## src/rtl/ysyx_23060184_clint.sv

```systemverilog
// CLINT timer: free-running 64-bit mtime behind a prescaler, exposed as two
// 32-bit words through an AXI4-Lite slave with independent read and write paths.
module ysyx_23060184_clint #(
    parameter logic [31:0] CLINT_ADDR_BEGIN = 32'h0200_0000,
    parameter logic [31:0] CLINT_ADDR_END   = 32'h0200_FFFF,
    parameter int unsigned DIV              = 1
) (
    input  logic        clk,
    input  logic        rstn,
    input  logic [31:0] araddr,
    input  logic        arvalid,
    output logic        arready,
    output logic [31:0] rdata,
    output logic [1:0]  rresp,
    output logic        rvalid,
    input  logic        rready,
    input  logic [31:0] awaddr,
    input  logic        awvalid,
    output logic        awready,
    input  logic [31:0] wdata,
    input  logic [3:0]  wstrb,
    input  logic        wvalid,
    output logic        wready,
    output logic [1:0]  bresp,
    output logic        bvalid,
    input  logic        bready
);
    localparam int unsigned   PW          = (DIV > 1) ? $clog2(DIV) : 1;
    localparam logic [PW-1:0] PMAX        = PW'(DIV - 1);
    localparam logic [31:0]   OFF_LO      = 32'h0000_BFF8;
    localparam logic [31:0]   OFF_HI      = 32'h0000_BFFC;
    localparam logic [1:0]    RESP_OKAY   = 2'b00;
    localparam logic [1:0]    RESP_SLVERR = 2'b10;
    localparam logic [1:0]    RESP_DECERR = 2'b11;

    typedef enum logic {R_IDLE, R_DATA} r_state_e;
    typedef enum logic [1:0] {W_IDLE, W_WAIT, W_RESP} w_state_e;

    function automatic logic [1:0] addr_resp(input logic [31:0] addr);
        logic [31:0] off;
        off = addr - CLINT_ADDR_BEGIN;
        if (addr < CLINT_ADDR_BEGIN || addr > CLINT_ADDR_END) return RESP_DECERR;
        if (off == OFF_LO || off == OFF_HI) return RESP_OKAY;
        return RESP_SLVERR;
    endfunction

    logic [63:0]   mtime_q, mtime_d;
    logic [PW-1:0] pcnt_q, pcnt_d;
    logic          tick;
    logic          live_q;

    r_state_e      r_state_q, r_state_d;
    logic [31:0]   rdata_d;
    logic [1:0]    rresp_d;
    logic          ar_hs;

    w_state_e      w_state_q, w_state_d;
    logic          aw_got_q, aw_got_d, w_got_q, w_got_d;
    logic [31:0]   awaddr_q, awaddr_d, wdata_q, wdata_d;
    logic [3:0]    wstrb_q, wstrb_d;
    logic [1:0]    bresp_d;
    logic          aw_hs, w_hs, aw_have, w_have, do_write, wr_hi;
    logic [31:0]   wr_addr, wr_data, wr_word;
    logic [3:0]    wr_strb;
    logic [1:0]    wr_resp;

    // live_q keeps the ready signals low until the first edge after reset release.
    assign tick    = (pcnt_q == PMAX);
    assign arready = live_q && (r_state_q == R_IDLE);
    assign rvalid  = (r_state_q == R_DATA);
    assign awready = live_q && !aw_got_q && (w_state_q != W_RESP);
    assign wready  = live_q && !w_got_q && (w_state_q != W_RESP);
    assign bvalid  = (w_state_q == W_RESP);
    assign ar_hs   = arvalid && arready;
    assign aw_hs   = awvalid && awready;
    assign w_hs    = wvalid && wready;

    always_comb begin
        r_state_d = r_state_q;
        rdata_d   = rdata;
        rresp_d   = rresp;
        unique case (r_state_q)
            R_IDLE: begin
                if (ar_hs) begin
                    r_state_d = R_DATA;
                    rresp_d   = addr_resp(araddr);
                    if (rresp_d != RESP_OKAY) begin
                        rdata_d = '0;
                    end else if ((araddr - CLINT_ADDR_BEGIN) == OFF_HI) begin
                        rdata_d = mtime_q[63:32];
                    end else begin
                        rdata_d = mtime_q[31:0];
                    end
                end
            end
            R_DATA: begin
                if (rready) r_state_d = R_IDLE;
            end
            default: r_state_d = R_IDLE;
        endcase
    end

    always_comb begin
        aw_have   = aw_got_q || aw_hs;
        w_have    = w_got_q || w_hs;
        do_write  = (w_state_q != W_RESP) && aw_have && w_have;
        wr_addr   = aw_got_q ? awaddr_q : awaddr;
        wr_data   = w_got_q ? wdata_q : wdata;
        wr_strb   = w_got_q ? wstrb_q : wstrb;
        wr_resp   = addr_resp(wr_addr);
        wr_hi     = (wr_addr - CLINT_ADDR_BEGIN) == OFF_HI;
        aw_got_d  = aw_have && !do_write;
        w_got_d   = w_have && !do_write;
        awaddr_d  = aw_hs ? awaddr : awaddr_q;
        wdata_d   = w_hs ? wdata : wdata_q;
        wstrb_d   = w_hs ? wstrb : wstrb_q;
        bresp_d   = bresp;
        w_state_d = w_state_q;
        unique case (w_state_q)
            W_IDLE, W_WAIT: begin
                if (do_write) begin
                    w_state_d = W_RESP;
                    bresp_d   = wr_resp;
                end else if (aw_have || w_have) begin
                    w_state_d = W_WAIT;
                end
            end
            W_RESP: begin
                if (bready) w_state_d = W_IDLE;
            end
            default: w_state_d = W_IDLE;
        endcase
    end

    always_comb begin
        pcnt_d  = tick ? '0 : pcnt_q + PW'(1);
        mtime_d = mtime_q + 64'(tick);
        wr_word = wr_hi ? mtime_q[63:32] : mtime_q[31:0];
        for (int i = 0; i < 4; i++) begin
            if (wr_strb[i]) wr_word[8*i +: 8] = wr_data[8*i +: 8];
        end
        // A committed write overrides the whole value; a coincident tick is dropped.
        if (do_write && wr_resp == RESP_OKAY) begin
            if (wr_hi) mtime_d = {wr_word, mtime_q[31:0]};
            else       mtime_d = {mtime_q[63:32], wr_word};
        end
    end

    always_ff @(posedge clk or negedge rstn) begin
        if (!rstn) begin
            mtime_q   <= '0;
            pcnt_q    <= '0;
            live_q    <= 1'b0;
            r_state_q <= R_IDLE;
            rdata     <= '0;
            rresp     <= '0;
            w_state_q <= W_IDLE;
            aw_got_q  <= 1'b0;
            w_got_q   <= 1'b0;
            awaddr_q  <= '0;
            wdata_q   <= '0;
            wstrb_q   <= '0;
            bresp     <= '0;
        end else begin
            mtime_q   <= mtime_d;
            pcnt_q    <= pcnt_d;
            live_q    <= 1'b1;
            r_state_q <= r_state_d;
            rdata     <= rdata_d;
            rresp     <= rresp_d;
            w_state_q <= w_state_d;
            aw_got_q  <= aw_got_d;
            w_got_q   <= w_got_d;
            awaddr_q  <= awaddr_d;
            wdata_q   <= wdata_d;
            wstrb_q   <= wstrb_d;
            bresp     <= bresp_d;
        end
    end

endmodule
```

## config.mk

```make
export PLATFORM = sky130hd
export DESIGN_NAME = ysyx_23060184_clint
export DESIGN_NICKNAME = d
export VERILOG_FILES = /design/src/rtl/ysyx_23060184_clint.sv
export SDC_FILE = /design/constraint.sdc
export NUM_CORES = 1
export LEC_CHECK = 0
export CAP_MARGIN = 20
export CORE_MARGIN = 2
export CORE_UTILIZATION = 30
export DETAILED_ROUTE_END_ITERATION = 6
export DONT_BUFFER_PORTS = 1
export GPL_TIMING_DRIVEN = 0
export MAX_ROUTING_LAYER = met4
export SKIP_LAST_GASP = 1
export SYNTH_ARGS = -nofsm -noshare
export SYNTH_HDL_FRONTEND = slang
export SYNTH_SLANG_ARGS = --single-unit
export TNS_END_PERCENT = 10
```

## constraint.sdc

```tcl
create_clock -name clk -period 3.25 [get_ports clk]
set_clock_uncertainty 0.05 [all_clocks]
set_input_delay 0.975 -clock clk [delete_from_list [all_inputs] [get_ports clk]]
set_output_delay 0.975 -clock clk [all_outputs]
set_load 0.02 [all_outputs]
```

==> run metrics <==
Die Area 34300 um2; TritonCTS Buffers 17; Post-synth EDFFs 0; # IOs 148; Final Non-Filler Cells 1460; gr usage total 18.7%; Clk Latency, worst-skew pair 0.45 ns; IR drop worst, VDD 398 uV; Antenna Cells 0; worst r2r dst rdata[16]; maxcap violations 0; max incr delay on CP 0.57 ns; synthesized area 9840 um2; Final ANT Viol Nets 0; post-synthesis simple-gate area fraction 19.3%; syn avg cell area 9.98 um2; HPWL after DPL 22300 um; normalized max-slew margin 44.4%; Num Clock Sinks 174; maximum buffer depth of the clock tree 2; Sw Share 32.3%; family with the most delay on the worst path simple AND/OR/NAND/NOR gates; Resize count post-CTS 3; Post-Place Cells 1428; FILL cells 3313; Initial Util 30.3%; Total Wirelength 30600 um; CP endpoint kind flop; Final nets 1115; routed vias/inst 5.47; data arrival time of the critical path 3.43 ns; P_sw 2140 uW; Sequential Power Share 43.7%; pin count of the biggest net entering global routing 175; Area Growth Syn to Fin 11.3%; GR Overflow Total 0; min cycle time layout 3.18 ns; multiplexer area fraction after synthesis 19.5%; H-tree depth 4; synthesized netlist cell count 986; crit path kind in -> reg; Logic pwr share 26.4%; Worst Path Required 3.50 ns; Synth Flop Type dfrtp_1; global-route wire length before repair 46400 um; main combinational cell family by area after synthesis multiplexers; unrepaired setup endpoints after global routing true; initial antenna violation count 0; Yosys cell types 73; hold_buf cts 0; Core ar. 32500 um2; sequential-to-total area share from yosys stat 44.2%; fin util 33.8%; DR vias 7990; setup TNS 0 ns; Async SR Flop Fraction 100%; post-DR wirelength/cell 20.9 um; WP buf/inv 1; RePlAce Congestion 0.957; Synth Register Bits 174; Synth Area in Compound Gates 12.8%; Ys Warns 0; final hold vios 0; CTS tree done; Final Max Slew Viols 0; post-CTS setup buffers 0; Buffers on Ports 0; row count 66; cell-internal power 4490 uW; Cell Chain, Critical Path nor4_1 -> a21oi_1 -> nor4_4 -> nand4_2 -> clkbuf_1 -> o211ai_1 -> o31a_1 -> o21ai_1; Reg2Reg Setup Slack 0.13 ns; Reg-to-Reg Start live_q; DRC 0; layout cell share with drive strength beyond 1 16.9%; Post-Synth Adder-Cell Area 0.381%; crit share post-route 97.9%; LEAKAGE 0.00446 uW; Pwr Density 605 nW/um2; 1st-pass router iterations 7; startpoint class of the critical path input port; Clock power frac 29.9%; Net Count, Synth 1096; run status complete, no violations; post-synthesis xor/xnor area fraction 0.534%; die height 185 um; reg2reg path depth 9; root buf cell clkbuf_16; vias in the first global route 7864; DR iter-0 viols 833; # setup viols final 0; Clock transition at path regs 0.06 ns; CP max stage cell nor4_4; fmax 0.314 GHz; die width 185 um; worst-path fanout max 10; Worst-Margin Slew 0.834 ns; worst hold-check path type in -> async
[power by group through the flow]
stage / registers (uW) / logic, uW / clock network, uW
floorplan: 2870 / 1350 / 0
global placement: 2910 / 1700 / 0
detailed placement: 2930 / 1730 / 0
CTS: 2890 / 1750 / 2040
global route: 2950 / 1900 / 2140
finish: 2900 / 1750 / 1980
[flip-flops by register name, indices dropped and copies added, names as in the netlist, 2 cells and up]
signal	cells
wstrb_q	4
mtime_q	64
rdata	32
w_state_q	2
bresp	2
rresp	2
wdata_q	32
awaddr_q	32
[worst max path at each step]
stage                from     endpoint  slack [ns]  cells after the start
2_1_floorplan  awaddr[20]  mtime_q[17]        0.26                      7
3_3_place_gp       wvalid   mtime_q[6]       -0.45                      8
3_5_place_dp       wvalid   mtime_q[6]       -0.47                      8
4_1_cts            live_q    rdata[19]       0.002                      9
5_1_grt            live_q    rdata[16]       -0.19                      9
6_report       awaddr[16]  mtime_q[58]        0.07                      8
[cell usage after synthesis, types with 5 or more instances]
cell type	instances	area share, %
dfrtp_1	174	44
buf_2	15	0.76
inv_1	12	0.46
o221ai_1	32	2.8
nor4_1	13	0.83
a21oi_1	36	1.8
nand4b_1	8	0.71
nor3_1	22	1.1
nor2_1	30	1.1
o21ai_1	53	2.7
mux2_2	96	11
or3_1	6	0.38
mux2i_1	45	4.6
o211ai_1	6	0.46
nand3_1	36	1.8
buf_1	5	0.19
and4_1	8	0.71
and3_1	19	1.2
and2_1	6	0.38
o21ai_0	27	1.4
mux2_1	34	3.9
nand2_1	157	6.0
nand4_1	25	1.6
clkbuf_1	31	1.2
[per-layer routing]
layer | track usage (%) | routed length (um) | share of wire (%)
met1 | 24.2 | 13500 | 44
met2 | 28.1 | 13700 | 45
met3 | 4.78 | 2580 | 8.4
met4 | 7.05 | 821 | 2.7
met5 | - | 0 | 0
[layout by cell type, fill, tap and decap left out, drive strengths merged, types with 20 or more instances in the layout]
| master | n |
|---|---|
| o21ai | 81 |
| nand3 | 37 |
| clkbuf | 50 |
| a21oi | 37 |
| dfrtp | 174 |
| mux2i | 45 |
| and3 | 20 |
| nand2 | 158 |
| o221ai | 32 |
| mux2 | 130 |
| nor3 | 24 |
| nor2 | 32 |
| nand4 | 26 |
| buf | 26 |
[through the flow]
step	power [uW]	cell area (um2)	setup WS, ns	hold slack, ns
finish	6620	11000	0.0680	0.176
CTS	6680	11000	0.00155	0.152
global route	6990	11000	-0.192	0.147
detailed placement	4670	10400	-0.475	0.403
global placement	4610	10400	-0.451	0.398
floorplan	4220	9840	0.264	0.376
[kinds of logic after synthesis]
group | Yosys count
simple gates | 362
compound gates | 196
mux | 175
flops | 174
buf+inv | 69
xor+xnor | 6
fa+ha+maj | 3
other cells | 1
[final cells by class]
type / count / area (um2) / area share (%)
Multi-Input combinational cell: 743 / 5180 / 47.3
Sequential cell: 174 / 4350 / 39.7
Tap cell: 442 / 553 / 5.05
Clock buffer: 19 / 433 / 3.95
Buffer: 57 / 273 / 2.49
Clock inverter: 13 / 116 / 1.06
Inverter: 12 / 45.0 / 0.411
(Power assumes the default switching activity.)
